### src/rtl/afe_pkg.sv
// Shared types and helpers for the AFE SAR / AGC controller:
// FSM state encoding, thermometer coding and saturated magnitude.
package afe_pkg;

  typedef enum logic [1:0] {
    IDLE,
    SAMPLE,
    CONVERT,
    DONE
  } afe_state_e;

  // Low idx bits set, never beyond width; callers truncate to their width.
  function automatic logic [31:0] thermometer(input int unsigned idx, input int unsigned width);
    logic [31:0] t;
    t = '0;
    for (int unsigned i = 0; i < 32; i++) begin
      t[i[4:0]] = (i < idx) && (i < width);
    end
    return t;
  endfunction

  // Magnitude of a sign-extended w-bit sample, clamped to 2^(w-1)-1.
  function automatic int unsigned sat_abs(input logic signed [31:0] v, input int unsigned w);
    int unsigned m;
    int unsigned lim;
    lim = (32'd1 << (w - 1)) - 32'd1;
    m   = (v < 0) ? 32'(-v) : 32'(v);
    return (m > lim) ? lim : m;
  endfunction

endpackage

### src/rtl/afe_agc_loop.sv
// Windowed peak-detect AGC: tracks the peak magnitude of strobed samples and
// steps a thermometer-coded VGA gain index once per window.
module afe_agc_loop
  import afe_pkg::*;
#(
  parameter int unsigned ADC_W     = 8,
  parameter int unsigned VGA_STEPS = 6,
  parameter int unsigned GAIN_INIT = 3,
  parameter int unsigned AGC_WIN   = 16,
  parameter int unsigned HI_TH     = 96,
  parameter int unsigned LO_TH     = 24
) (
  input  logic                               clk,
  input  logic                               rst_n,
  input  logic                               agc_en,
  input  logic [ADC_W-1:0]                   sample_in,
  input  logic                               sample_valid,
  output logic [$clog2(VGA_STEPS+1)-1:0]     gain_idx,
  output logic [VGA_STEPS-1:0]               vga_ctrl
);

  localparam int unsigned GW   = $clog2(VGA_STEPS + 1);
  localparam int unsigned PK_W = ADC_W - 1;
  localparam int unsigned WC_W = $clog2(AGC_WIN + 1);

  logic [PK_W-1:0]      peak_q, peak_d;
  logic [WC_W-1:0]      wcnt_q, wcnt_d;
  logic [GW-1:0]        gain_q, gain_d;
  logic [VGA_STEPS-1:0] vga_q, vga_d;
  int unsigned          mag;
  int unsigned          pk;

  always_comb begin
    peak_d = peak_q;
    wcnt_d = wcnt_q;
    gain_d = gain_q;
    mag    = sat_abs(32'($signed(sample_in)), ADC_W);
    pk     = (mag > 32'(peak_q)) ? mag : 32'(peak_q);
    if (sample_valid) begin
      // Window end decides on the peak including this sample, then clears.
      if (32'(wcnt_q) + 32'd1 == AGC_WIN) begin
        peak_d = '0;
        wcnt_d = '0;
        if (agc_en) begin
          if (pk >= HI_TH && gain_q != '0) begin
            gain_d = gain_q - GW'(1);
          end else if (pk < LO_TH && 32'(gain_q) < VGA_STEPS) begin
            gain_d = gain_q + GW'(1);
          end
        end
      end else begin
        peak_d = PK_W'(pk);
        wcnt_d = wcnt_q + WC_W'(1);
      end
    end
    vga_d = VGA_STEPS'(thermometer(32'(gain_d), VGA_STEPS));
  end

  always_ff @(posedge clk or negedge rst_n) begin
    if (!rst_n) begin
      peak_q <= '0;
      wcnt_q <= '0;
      gain_q <= GW'(GAIN_INIT);
      vga_q  <= VGA_STEPS'(thermometer(GAIN_INIT, VGA_STEPS));
    end else begin
      peak_q <= peak_d;
      wcnt_q <= wcnt_d;
      gain_q <= gain_d;
      vga_q  <= vga_d;
    end
  end

  assign gain_idx = gain_q;
  assign vga_ctrl = vga_q;

endmodule

### src/rtl/afe_sar_agc_ctrl.sv
// AFE controller: SAR conversion sequencer with offset-binary to two's
// complement output, feeding the AGC loop. Optional: AFE_SAR_AGC_CTRL_CLIP_CNT_EN.
module afe_sar_agc_ctrl
  import afe_pkg::*;
#(
  parameter int unsigned ADC_W         = 8,
  parameter int unsigned SAMPLE_CYCLES = 2,
  parameter int unsigned VGA_STEPS     = 6,
  parameter int unsigned GAIN_INIT     = 3,
  parameter int unsigned AGC_WIN       = 16,
  parameter int unsigned HI_TH         = 96,
  parameter int unsigned LO_TH         = 24
) (
  input  logic                           clk,
  input  logic                           rst_n,
  input  logic                           en,
  input  logic                           agc_en,
  input  logic                           cmp,
  output logic                           o_vin_ctrl,
  output logic [ADC_W-1:0]               o_vref_ctrl,
  output logic [ADC_W-1:0]               sample_out,
  output logic                           sample_valid,
  output logic                           busy,
  output logic [$clog2(VGA_STEPS+1)-1:0] gain_idx,
  output logic [VGA_STEPS-1:0]           vga_ctrl
`ifdef AFE_SAR_AGC_CTRL_CLIP_CNT_EN
  ,
  output logic [15:0]                    clip_cnt
`endif
);

  localparam int unsigned CNT_MAX = (SAMPLE_CYCLES > ADC_W) ? SAMPLE_CYCLES : ADC_W;
  localparam int unsigned CNT_W   = $clog2(CNT_MAX + 1);
  localparam logic [ADC_W-1:0] MSB = {1'b1, {(ADC_W-1){1'b0}}};

  afe_state_e       state_q, state_d;
  logic [CNT_W-1:0] cnt_q, cnt_d;
  logic [ADC_W-1:0] dec_q, dec_d;
  logic [ADC_W-1:0] sout_q, sout_d;
  logic [ADC_W-1:0] trial;

  // cnt_q counts sample cycles in SAMPLE and holds the bit index in CONVERT.
  assign trial = dec_q | (ADC_W'(1) << cnt_q);

  always_ff @(posedge clk or negedge rst_n) begin
    if (!rst_n) begin
      state_q <= IDLE;
      cnt_q   <= '0;
      dec_q   <= '0;
      sout_q  <= '0;
    end else begin
      state_q <= state_d;
      cnt_q   <= cnt_d;
      dec_q   <= dec_d;
      sout_q  <= sout_d;
    end
  end

  always_comb begin
    state_d = state_q;
    cnt_d   = cnt_q;
    dec_d   = dec_q;
    sout_d  = sout_q;
    unique case (state_q)
      IDLE: begin
        if (en) begin
          state_d = SAMPLE;
          cnt_d   = '0;
        end
      end
      SAMPLE: begin
        if (cnt_q == CNT_W'(SAMPLE_CYCLES - 1)) begin
          state_d = CONVERT;
          cnt_d   = CNT_W'(ADC_W - 1);
          dec_d   = '0;
        end else begin
          cnt_d = cnt_q + CNT_W'(1);
        end
      end
      CONVERT: begin
        if (cmp) dec_d = trial;
        if (cnt_q == '0) begin
          state_d = DONE;
          sout_d  = (cmp ? trial : dec_q) ^ MSB;
        end else begin
          cnt_d = cnt_q - CNT_W'(1);
        end
      end
      DONE: begin
        cnt_d   = '0;
        state_d = en ? SAMPLE : IDLE;
      end
      default: state_d = IDLE;
    endcase
  end

  always_comb begin
    o_vin_ctrl   = 1'b0;
    o_vref_ctrl  = '0;
    sample_valid = 1'b0;
    busy         = 1'b1;
    unique case (state_q)
      IDLE:    busy         = 1'b0;
      SAMPLE:  o_vin_ctrl   = 1'b1;
      CONVERT: o_vref_ctrl  = trial;
      DONE:    sample_valid = 1'b1;
      default: busy         = 1'b0;
    endcase
  end

  assign sample_out = sout_q;

`ifdef AFE_SAR_AGC_CTRL_CLIP_CNT_EN
  logic [15:0]      clip_q, clip_d;
  logic [ADC_W-1:0] raw;

  always_comb begin
    raw    = sout_q ^ MSB;
    clip_d = clip_q;
    if (state_q == DONE && (raw == '0 || raw == '1) && clip_q != 16'hFFFF) begin
      clip_d = clip_q + 16'd1;
    end
  end

  always_ff @(posedge clk or negedge rst_n) begin
    if (!rst_n) clip_q <= '0;
    else        clip_q <= clip_d;
  end

  assign clip_cnt = clip_q;
`endif

  afe_agc_loop #(
    .ADC_W     (ADC_W),
    .VGA_STEPS (VGA_STEPS),
    .GAIN_INIT (GAIN_INIT),
    .AGC_WIN   (AGC_WIN),
    .HI_TH     (HI_TH),
    .LO_TH     (LO_TH)
  ) u_agc (
    .clk          (clk),
    .rst_n        (rst_n),
    .agc_en       (agc_en),
    .sample_in    (sout_q),
    .sample_valid (sample_valid),
    .gain_idx     (gain_idx),
    .vga_ctrl     (vga_ctrl)
  );

endmodule

### config.mk
export PLATFORM = sky130hd
export DESIGN_NAME = afe_sar_agc_ctrl
export DESIGN_NICKNAME = d
export VERILOG_FILES = /design/src/rtl/afe_pkg.sv /design/src/rtl/afe_agc_loop.sv /design/src/rtl/afe_sar_agc_ctrl.sv
export SDC_FILE = /design/constraint.sdc
export NUM_CORES = 1
export LEC_CHECK = 0
export ABC_AREA = 1
export BUFFER_PORTS_ARGS = -buffer_cell sky130_fd_sc_hd__buf_2
export CAP_MARGIN = 20
export CORE_UTILIZATION = 45
export CTS_CLUSTER_DIAMETER = 120
export CTS_CLUSTER_SIZE = 28
export DETAILED_ROUTE_END_ITERATION = 10
export PLACE_DENSITY = 0.71
export RECOVER_POWER = 50
export SLEW_MARGIN = 20
export SYNTH_ARGS = -nofsm -noshare
export SYNTH_HDL_FRONTEND = slang
export SYNTH_HIERARCHICAL = 1
export SYNTH_SLANG_ARGS = --single-unit
### constraint.sdc
create_clock -name clk -period 3.8 [get_ports clk]
set_clock_uncertainty 0.2 [all_clocks]
set_input_delay 0.76 -clock clk [delete_from_list [all_inputs] [get_ports clk]]
set_output_delay 0.76 -clock clk [all_outputs]
set_load 0.005 [all_outputs]
==> results of run 1 <==
cells by family (layout without fill, tap and decap cells):
family	count (synthesis)	count (layout)	share of synthesized area (%)
adder cells (fa/ha/maj)	25	25	10.4
buffers and inverters	54	89	7.56
AND/OR/NAND/NOR	192	192	33.9
AO/OA/AOI/OAI	55	55	11.3
XOR/XNOR	5	5	1.46
flip-flops	42	42	35.3
critical path: cells and delay by family, from the launching register on:
family | cells | cell delay, ps
AO/OA/AOI/OAI | 1 | 230
adder cells (fa/ha/maj) | 1 | 330
buffers and inverters | 2 | 270
flip-flops | 1 | 440
AND/OR/NAND/NOR | 1 | 530
per-layer routing:
| metal | up-vias | wire length [microns] | GRT usage (%) |
|---|---|---|---|
| met5 | - | 0 | 0 |
| li1 | 1267 | - | - |
| met2 | 39 | 2810 | 29.3 |
| met3 | 8 | 165 | 3.07 |
| met1 | 1147 | 3000 | 24.8 |
| met4 | 0 | 88 | 6.63 |
cell usage after synthesis, types with 3 or more instances:
library cell / count / area (sq um)
nand3_4: 3 / 52.6
o21ai_2: 3 / 26.3
a21oi_1: 13 / 65.1
inv_1: 41 / 154
xor2_1: 3 / 26.3
inv_2: 6 / 22.5
nand3_2: 8 / 80.1
a31oi_1: 3 / 18.8
nand3_1: 16 / 80.1
o21ai_1: 11 / 55.1
nand4_1: 5 / 31.3
dfstp_2: 5 / 131
ha_1: 25 / 313
dfrtp_1: 37 / 926
o21ai_0: 16 / 80.1
nand2_1: 109 / 409
nor2_1: 18 / 67.6
nand2_4: 8 / 90.1
nand2_2: 13 / 81.3
nor2_2: 3 / 18.8
area by class of cell:
type | instances | area (sq um)
Tap cell | 77 | 96.3
Clock inverter | 1 | 5.00
Sequential cell | 42 | 1060
Multi-Input combinational cell | 277 | 1680
Clock buffer | 7 | 86.3
Fill cell | 605 | 3120
Inverter | 49 | 184
Timing Repair Buffer | 32 | 158
through the flow:
stage / hold slack, ps / total power [mW] / worst slack (ps) / cell area (sq um)
floorplan: 249 / 2.33 / 1040 / 3000
global placement: 265 / 2.64 / 882 / 3210
detailed placement: 285 / 2.70 / 800 / 3210
CTS: 305 / 3.02 / 804 / 3300
global route: 313 / 3.28 / 529 / 3270
finish: 308 / 2.96 / 746 / 3270
power groups by stage:
| stage | Combinational (mW) | Sequential (mW) | Clock (mW) |
|---|---|---|---|
| floorplan | 1.67 | 0.656 | 0 |
| global placement | 1.95 | 0.692 | 0 |
| detailed placement | 2.01 | 0.695 | 0 |
| CTS | 2.02 | 0.688 | 0.310 |
| global route | 2.25 | 0.706 | 0.324 |
| finish | 1.98 | 0.690 | 0.294 |
how the worst min path moves through the flow:
stage,start,depth (start not counted),slack (ps),endpoint
floorplan,dec_q[0],2,250,dec_q[0]
global placement,dec_q[0],2,260,dec_q[0]
detailed placement,dec_q[0],2,280,dec_q[0]
CTS,dec_q[0],2,300,dec_q[0]
global route,dec_q[0],2,310,dec_q[0]
finish,dec_q[0],2,310,dec_q[0]
layout by cell type (no fill, tap or decap), types with 2 or more instances in the layout:
master	count
nand3_2	7
nand2_4	8
clkbuf_8	6
a21oi_1	13
nand3b_1	2
xnor2_1	2
nand2_1	109
nand3_1	19
o21bai_1	2
a31oi_1	3
o21ai_1	7
nand2_2	13
xor2_1	3
o21ai_2	3
dfrtp_1	37
nand4_1	5
nor2_4	2
nor2_1	18
dfstp_2	5
nor2_2	3
buf_2	30
clkinv_1	2
clkbuf_1	3
ha_1	25
a22oi_1	2
o21ai_0	20
inv_1	41
inv_2	6
flip-flops by register name (all words and copies together) (netlist names):
name            count
u_agc/vga_ctrl      6
sample_out          8
dec_q               8
u_agc/wcnt_q        5
u_agc/peak_q        7
state_q             2
cnt_q               4
u_agc/gain_idx      2
==> impl_metrics.ini, run 1 <==
[drt]
drt_wl_total_mm = 6.07
detail_route.wl_per_cell_microns = 12.5
dr.pass1.iters = 4
drc = 0
antenna_left = 0
first_iter_violations = 98
vias = 2461
viasPerCell = 5.07

[worst_setup_path]
critical_path_required_ps = 2840
cp_slowest_cell = nand3_1
max_stage_delay_ps = 530
critPathArrivalTime_ps = 2090
cp_max_fo = 16
end_kind = primary output
reg2reg_to = u_agc/vga_ctrl[2]
reg2reg_depth = 20
r2r-start = sample_out[0]
critPathKind = flip-flop to primary output
endpoint = o_vref_ctrl[0]
cp_cell_sequence = inv_1 -> ha_1 -> nand3_1 -> o21ai_0 -> buf_2
start_kind = flip-flop
rrSetupSlack_ps = 790
crit_start = state_q[0]

[power_and_ir_drop]
irDropWorstVdd_mv = 0.413
seqPwrFrac_pct = 23.3
p_int_mw = 1.39
clkPwrFrac_pct = 9.9
p_per_area_mw_per_mm2 = 905
p_switching_mw = 1.57
switching_share_pct = 52.9
combPwrFrac_pct = 66.8
p_leak_nw = 1.67

[clocking]
cts_root_buf = clkbuf_8
h-tree-depth = 2
numCtsBuffers = 5
cts.sinks = 42
cts.clk_slew.worst_paths_ps = 80
cts-resized-gates = 0
tritoncts = built
cts_hold_buf = 0
clk-insertion-delay-late_ps = 290
post_cts_buffers = 0
clockBufferDepth = 2

[timing]
period_share_pct = 80.4
slew_headroom_pct = -51.9
worst_pin_slew_ps = 2280
rsz0062_at_grt = no
hold_viol = 0
period_needed_ps = 3050
slew_viol_final = 43
setup-tns-final_ps = 0
clock.fmax_ghz = 0.327
finalSetupViolations = 0

[synthesis]
synth-seq-cells = 42
synthCells = 373
avgSynthCellArea_sq_um = 8.03
ys_seq_area_share_pct = 35.3
yosys.cell_types.count = 39
synthFlopType = dfrtp_1
async_flop_share_pct = 100
synth_warnings = 6
synthesis.area_sq_mm = 0.00300
synth_nets = 403
synth_edf_count = 0

[global_routing]
grt_usage_pct = 18.3
grt_pass1_wl_mm = 10.5
grt_pass1_vias = 2336
overflow = 0
antenna_found_initial = 0
grt_max_degree = 43

[place]
detailedPlacementHpwl_mm = 4.61
port_buffers = 32
dp_cells = 477
gp_congestion = 0.858

[hold_path]
min_path_type = flip-flop to flip-flop

[floorplan]
start_util_pct = 46.9
dieArea_sq_mm = 0.00699
coreArea_sq_mm = 0.00639
die_x_microns = 83.6
ios = 33
die_h_microns = 83.6
placement_rows = 29

[cells_and_area]
antenna_cells = 0
fin_cells = 485
nNetsFinal = 437
syn2layout_area_growth_pct = 9.10
fin_util_pct = 51.2
drive_gt1_share_pct = 23.3

[run_status]
failed_checks = max-capacitance violations, max-slew violations
status = finished with violations

[job]
drv_cap = 1
Power figures use the tool's default switching activity.
==> inputs of run 2 (changes only) <==
==> constraint.sdc (replaced) <==
create_clock -name clk -period 3.05 [get_ports clk]
set_clock_uncertainty 0.2 [all_clocks]
set_input_delay 0.61 -clock clk [delete_from_list [all_inputs] [get_ports clk]]
set_output_delay 0.61 -clock clk [all_outputs]
set_load 0.005 [all_outputs]
==> run 2 against run 1 <==
First-iteration DRC count up 21%. Wire length up 4.0%. Highest routed layer unchanged. Register-to-register slack got worse by 620 ps. Final area up 8.0%. Sequential share of layout area down 2.3 points. Critical endpoint is now u_agc/vga_ctrl[4]. Largest cell class unchanged. The flow now finishes without violations.
==> impl_metrics.ini, run 2 (synthesized netlist as in run 1, its figures left out) <==
[run_status]
status = completed

[cells_and_area]
fillers = 586
syn2layout_area_growth_pct = 17.8
layout_common_cells = nand2_1, inv_1, dfrtp_1
nNetsFinal = 449
fin_cells = 497
drive_gt1_share_pct = 28.8
antenna_cells = 0
multi_input_area_sq_mm = 0.00180
fin_util_pct = 55.3
final_common_cell = nand2_1
regArea_sq_mm = 0.00106
final_area_sq_mm = 0.00353

[timing]
finalSetupViolations = 0
setup-tns-final_ps = 0
worst_pin_slew_ps = 1260
period_share_pct = 94.5
slew_headroom_pct = 15.7
slew_viol_final = 0
hold_viol = 0
holdWs_ps = 291
clock.fmax_ghz = 0.347
fin_ws_ps = 169
period_needed_ps = 2880

[global_routing]
overflow = 0
grt_pass1_wl_mm = 10.7
grt_max_degree = 23
grt_usage_pct = 18.9
antenna_found_initial = 0
grt_pass1_vias = 2353

[place]
detailedPlacementHpwl_mm = 4.75
post_dp_cell_area_sq_mm = 0.00323
dp_cells = 480
port_buffers = 32
pre_cts_ws_ps = 85.1
gp_congestion = 0.867

[drt]
drc = 0
vias = 2508
antenna_left = 0
viasPerCell = 5.05
detail_route.wl_per_cell_microns = 12.7
drt_wl_total_mm = 6.31
dr.pass1.iters = 4
first_iter_violations = 119

[floorplan]
die_x_microns = 83.6
dieArea_sq_mm = 0.00699
ios = 33
coreArea_sq_mm = 0.00639
placement_rows = 29
die_h_microns = 83.6
start_util_pct = 46.9

[clocking]
cts.clk_slew.worst_paths_ps = 80
cts_root_buf = clkbuf_8
cts.sinks = 42
numCtsBuffers = 5
cts_hold_buf = 0
clk-insertion-delay-late_ps = 300
clockBufferDepth = 2
tritoncts = built
h-tree-depth = 2

[power_and_ir_drop]
p_leak_nw = 1.77
irDropWorstVdd_mv = 0.643
p_per_area_mw_per_mm2 = 1230
power_mw = 4.33

[job]
drv_cap = 0

[worst_setup_path]
end_kind = flip-flop
max_stage_delay_ps = 370
critPathKind = flip-flop to flip-flop
cp_slowest_cell = dfrtp_1
critPathArrivalTime_ps = 2890
critPathMostFrequentCell = nand2_4
cp_max_fo = 9
critical_path_required_ps = 3060
start_kind = flip-flop
cp_cell_sequence = inv_2 -> buf_4 -> nand2_2 -> nor2_4 -> nand2_4 -> nand3_2 -> ha_4 -> nand2_1 -> inv_2 -> nand2_1 -> nand2_1 -> nand2_2 -> nand2_4 -> nand2_8 -> nand2_4 -> nand2_4 -> nor2_4 -> nand3_2 -> nand2_2 -> nand3_2 -> nand2_4 -> nand2_2 -> nand2_1 -> inv_1

[hold_path]
min_path_type = flip-flop to flip-flop
run 2: changes by cell type in the layout (fill, tap and decap cells not counted), moves of 3 or more:
cell     delta
nand3_1     -3
dfrtp_2     +3
o21ai_0     -5
o21ai_1     +4
dfrtp_1     -3
ha_4        +4
buf_4      +11
ha_1        -4
nor2_4      +3
run 2: report_power, final:
group | internal [mW] | leakage [nW] | switching (mW)
logic | 1.15 | 1.17 | 1.78
registers | 0.692 | 0.528 | 0.162
clock network | 0.349 | 0.0714 | 0.199
total | 2.19 | 1.77 | 2.14
run 2: path summary, 6_finish.rpt:
check	startpoint	end	slack [ps]	cells past startpoint
max in group asynchronous	rst_n	sample_out[2]	520	2
worst max-delay path	sample_out[0]	u_agc/vga_ctrl[4]	170	24
worst min register to register	dec_q[0]	dec_q[0]	290	2
worst min-delay path	dec_q[0]	dec_q[0]	290	2
min in group asynchronous	rst_n	sample_out[7]	360	1
worst max register to register	sample_out[0]	u_agc/vga_ctrl[4]	170	24
run 2: critical path, delay by kind of cell, from the launching register on:
family	cells	cell delay, ps
flip-flops	1	370
adder cells (fa/ha/maj)	1	300
buffers and inverters	4	310
AND/OR/NAND/NOR	19	1590
run 2: per-layer routing:
layer	up-vias	routed length [microns]	share of wire (%)	GRT usage [%]
li1	1288	-	-	-
met1	1187	3100	49	25.5
met2	26	3010	48	31.1
met3	7	122	1.9	2.47
met4	0	69	1.1	6.93
met5	-	0	0	0
run 2: area by class of cell:
class	count	area share, %
Multi-Input combinational cell	277	51.1
Tap cell	77	2.73
Timing Repair Buffer	44	6.91
Inverter	49	5.21
Clock inverter	2	1.70
Clock buffer	6	2.34
Sequential cell	42	30.0
run 2: repair_timing:
item / CTS / global route
gates resized for setup: 0 / 22
setup endpoints to repair: 0 / 8
setup buffers: 0 / 9
==> inputs of run 3 (changes only) <==
==> constraint.sdc (replaced) <==
create_clock -name clk -period 3.05 [get_ports clk]
set_clock_uncertainty 0.2 [all_clocks]
set_input_delay 0.1525 -clock clk [delete_from_list [all_inputs] [get_ports clk]]
set_output_delay 0.1525 -clock clk [all_outputs]
set_load 0.01 [all_outputs]
==> run 3 against run 2 <==
Final area down 0.89%. Clock-buffer cell count grew 1. Total power fell by 0.16%. Wire length up 1.6%. Critical path depth is 5 lower. Maximum frequency decreased by 1.5%. Via count barely moved. Sequential share of layout area up 0.16 points. Sequential power up 0.9%.
==> impl_metrics.ini, run 3 (synthesized netlist as in run 1, its figures left out) <==
[floorplan]
die_h_microns = 83.6
start_util_pct = 46.9
die_x_microns = 83.6
ios = 33
dieArea_sq_mm = 0.00699
coreArea_sq_mm = 0.00639
placement_rows = 29

[hold_path]
min_from = cmp
hold_end = sample_out[6]
hold-path-cell-count = 3
min_path_type = input port to flip-flop

[global_routing]
grt_max_degree = 43
overflow = 0
antenna_found_initial = 0
grt_usage_pct = 18.5
grt_pass1_vias = 2299
grt_pass1_wl_mm = 10.5

[worst_setup_path]
start_kind = flip-flop
rrSetupSlack_ps = 120
end_kind = flip-flop
cp_max_fo = 6
reg2reg_depth = 19
critPathArrivalTime_ps = 2920
reg2reg_to = u_agc/vga_ctrl[5]
critPathKind = flip-flop to flip-flop
critical_path_required_ps = 3040
r2r-start = sample_out[4]

[timing]
slew_viol_final = 0
clock.fmax_ghz = 0.342
hold_viol = 0
worst_pin_slew_ps = 1050
slew_headroom_pct = 29.9
finalSetupViolations = 0
period_share_pct = 95.9
holdWs_ps = 37.8
period_needed_ps = 2930

[job]
drv_cap = 0

[cells_and_area]
layout_common_cells = nand2_1, inv_1, dfrtp_1
fillers = 588
nNetsFinal = 446
final_common_cell = nand2_1
drive_gt1_share_pct = 26.9
syn2layout_area_growth_pct = 16.8
antenna_cells = 0

[clocking]
tritoncts = built
clk-insertion-delay-late_ps = 300
cts.clk_slew.worst_paths_ps = 80
cts_root_buf = clkbuf_8
numCtsBuffers = 5
clockBufferDepth = 2
cts.sinks = 42
h-tree-depth = 2

[run_status]
status = completed

[power_and_ir_drop]
p_per_area_mw_per_mm2 = 1240
p_leak_nw = 1.73
irDropWorstVdd_mv = 0.767
power_mw = 4.32

[drt]
vias = 2509
antenna_left = 0
viasPerCell = 5.08
dr.pass1.iters = 4
first_iter_violations = 111
drt_wl_total_mm = 6.41
detail_route.wl_per_cell_microns = 13.0
drc = 0

[place]
port_buffers = 32
gp_congestion = 0.863
detailedPlacementHpwl_mm = 4.67
==> run 3: power by group <==
part           total [mW]  leakage (nW)  internal (mW)  switching [mW]
combinational        3.09          1.14           1.21            1.88
sequential          0.862         0.533          0.689           0.174
clock               0.373        0.0482          0.183           0.190
==> run 3: worst max path at each step <==
stage / cells after the start / start / to / slack, ps
detailed placement: 22 / sample_out[1] / u_agc/vga_ctrl[4] / 110
global placement: 21 / sample_out[0] / u_agc/vga_ctrl[5] / 210
CTS: 22 / sample_out[1] / u_agc/vga_ctrl[4] / 100
finish: 19 / sample_out[4] / u_agc/vga_ctrl[5] / 120
floorplan: 22 / sample_out[0] / u_agc/vga_ctrl[4] / 260
global route: 21 / sample_out[4] / u_agc/vga_ctrl[4] / -40
==> run 3: layout make-up <==
class	count	area [sq um]	share of cell area, %
clock buffers	7	86.3	2.47
inverters	49	184	5.26
multi-input cells	277	1850	53.0
repair buffers	41	216	6.19
well taps	77	96.3	2.75
clock inverters	1	5.00	0.143
flip-flops and latches	42	1060	30.2
==> run 3: repair_timing <==
item                                    in CTS  in global routing
gates resized for setup                      0                 29
endpoints found under the setup margin       0                  7
hold endpoints to repair                    37                  0
setup buffers                                0                  6
hold buffers                                 1                  0
==> run 3: per-layer routing <==
layer | global-route usage, % | up-vias | routed length (microns)
li1 | - | 1281 | -
met1 | 24.1 | 1178 | 3020
met2 | 30.4 | 43 | 3090
met3 | 3.36 | 7 | 197
met4 | 7.40 | 0 | 94
met5 | 0 | - | 0
==> run 3: worst max-delay path, stage by stage, from the launching register on <==
cell and delay, ps:
dfrtp_1 470, nor2_4 170, nand3_1 100, nand2_1 80, nand2_1 70, nand2_2 100
ha_1 250, nand2_1 70, nand2_1 60, a21oi_2 170, nand2_4 120, buf_4 150
nand3_1 60, nand2_1 90, nand2_2 120, nand3_4 100, nand2_2 90, nand3_4 90
a21oi_4 200, nor2_1 60
==> run 3: stage by stage <==
stage / util, % / setup TNS (ps) / cell area (sq um) / cells / setup WS (ps)
floorplan: - / 0 / 3000 / 373 / 258
global placement: 50.5 / 0 / 3230 / 479 / 209
detailed placement: 50.5 / 0 / 3230 / 479 / 107
CTS: 52.1 / 0 / 3330 / 488 / 96.9
global route: 54.8 / -115 / 3500 / 494 / -43.9
finish: 54.8 / 0 / 3500 / 494 / 125
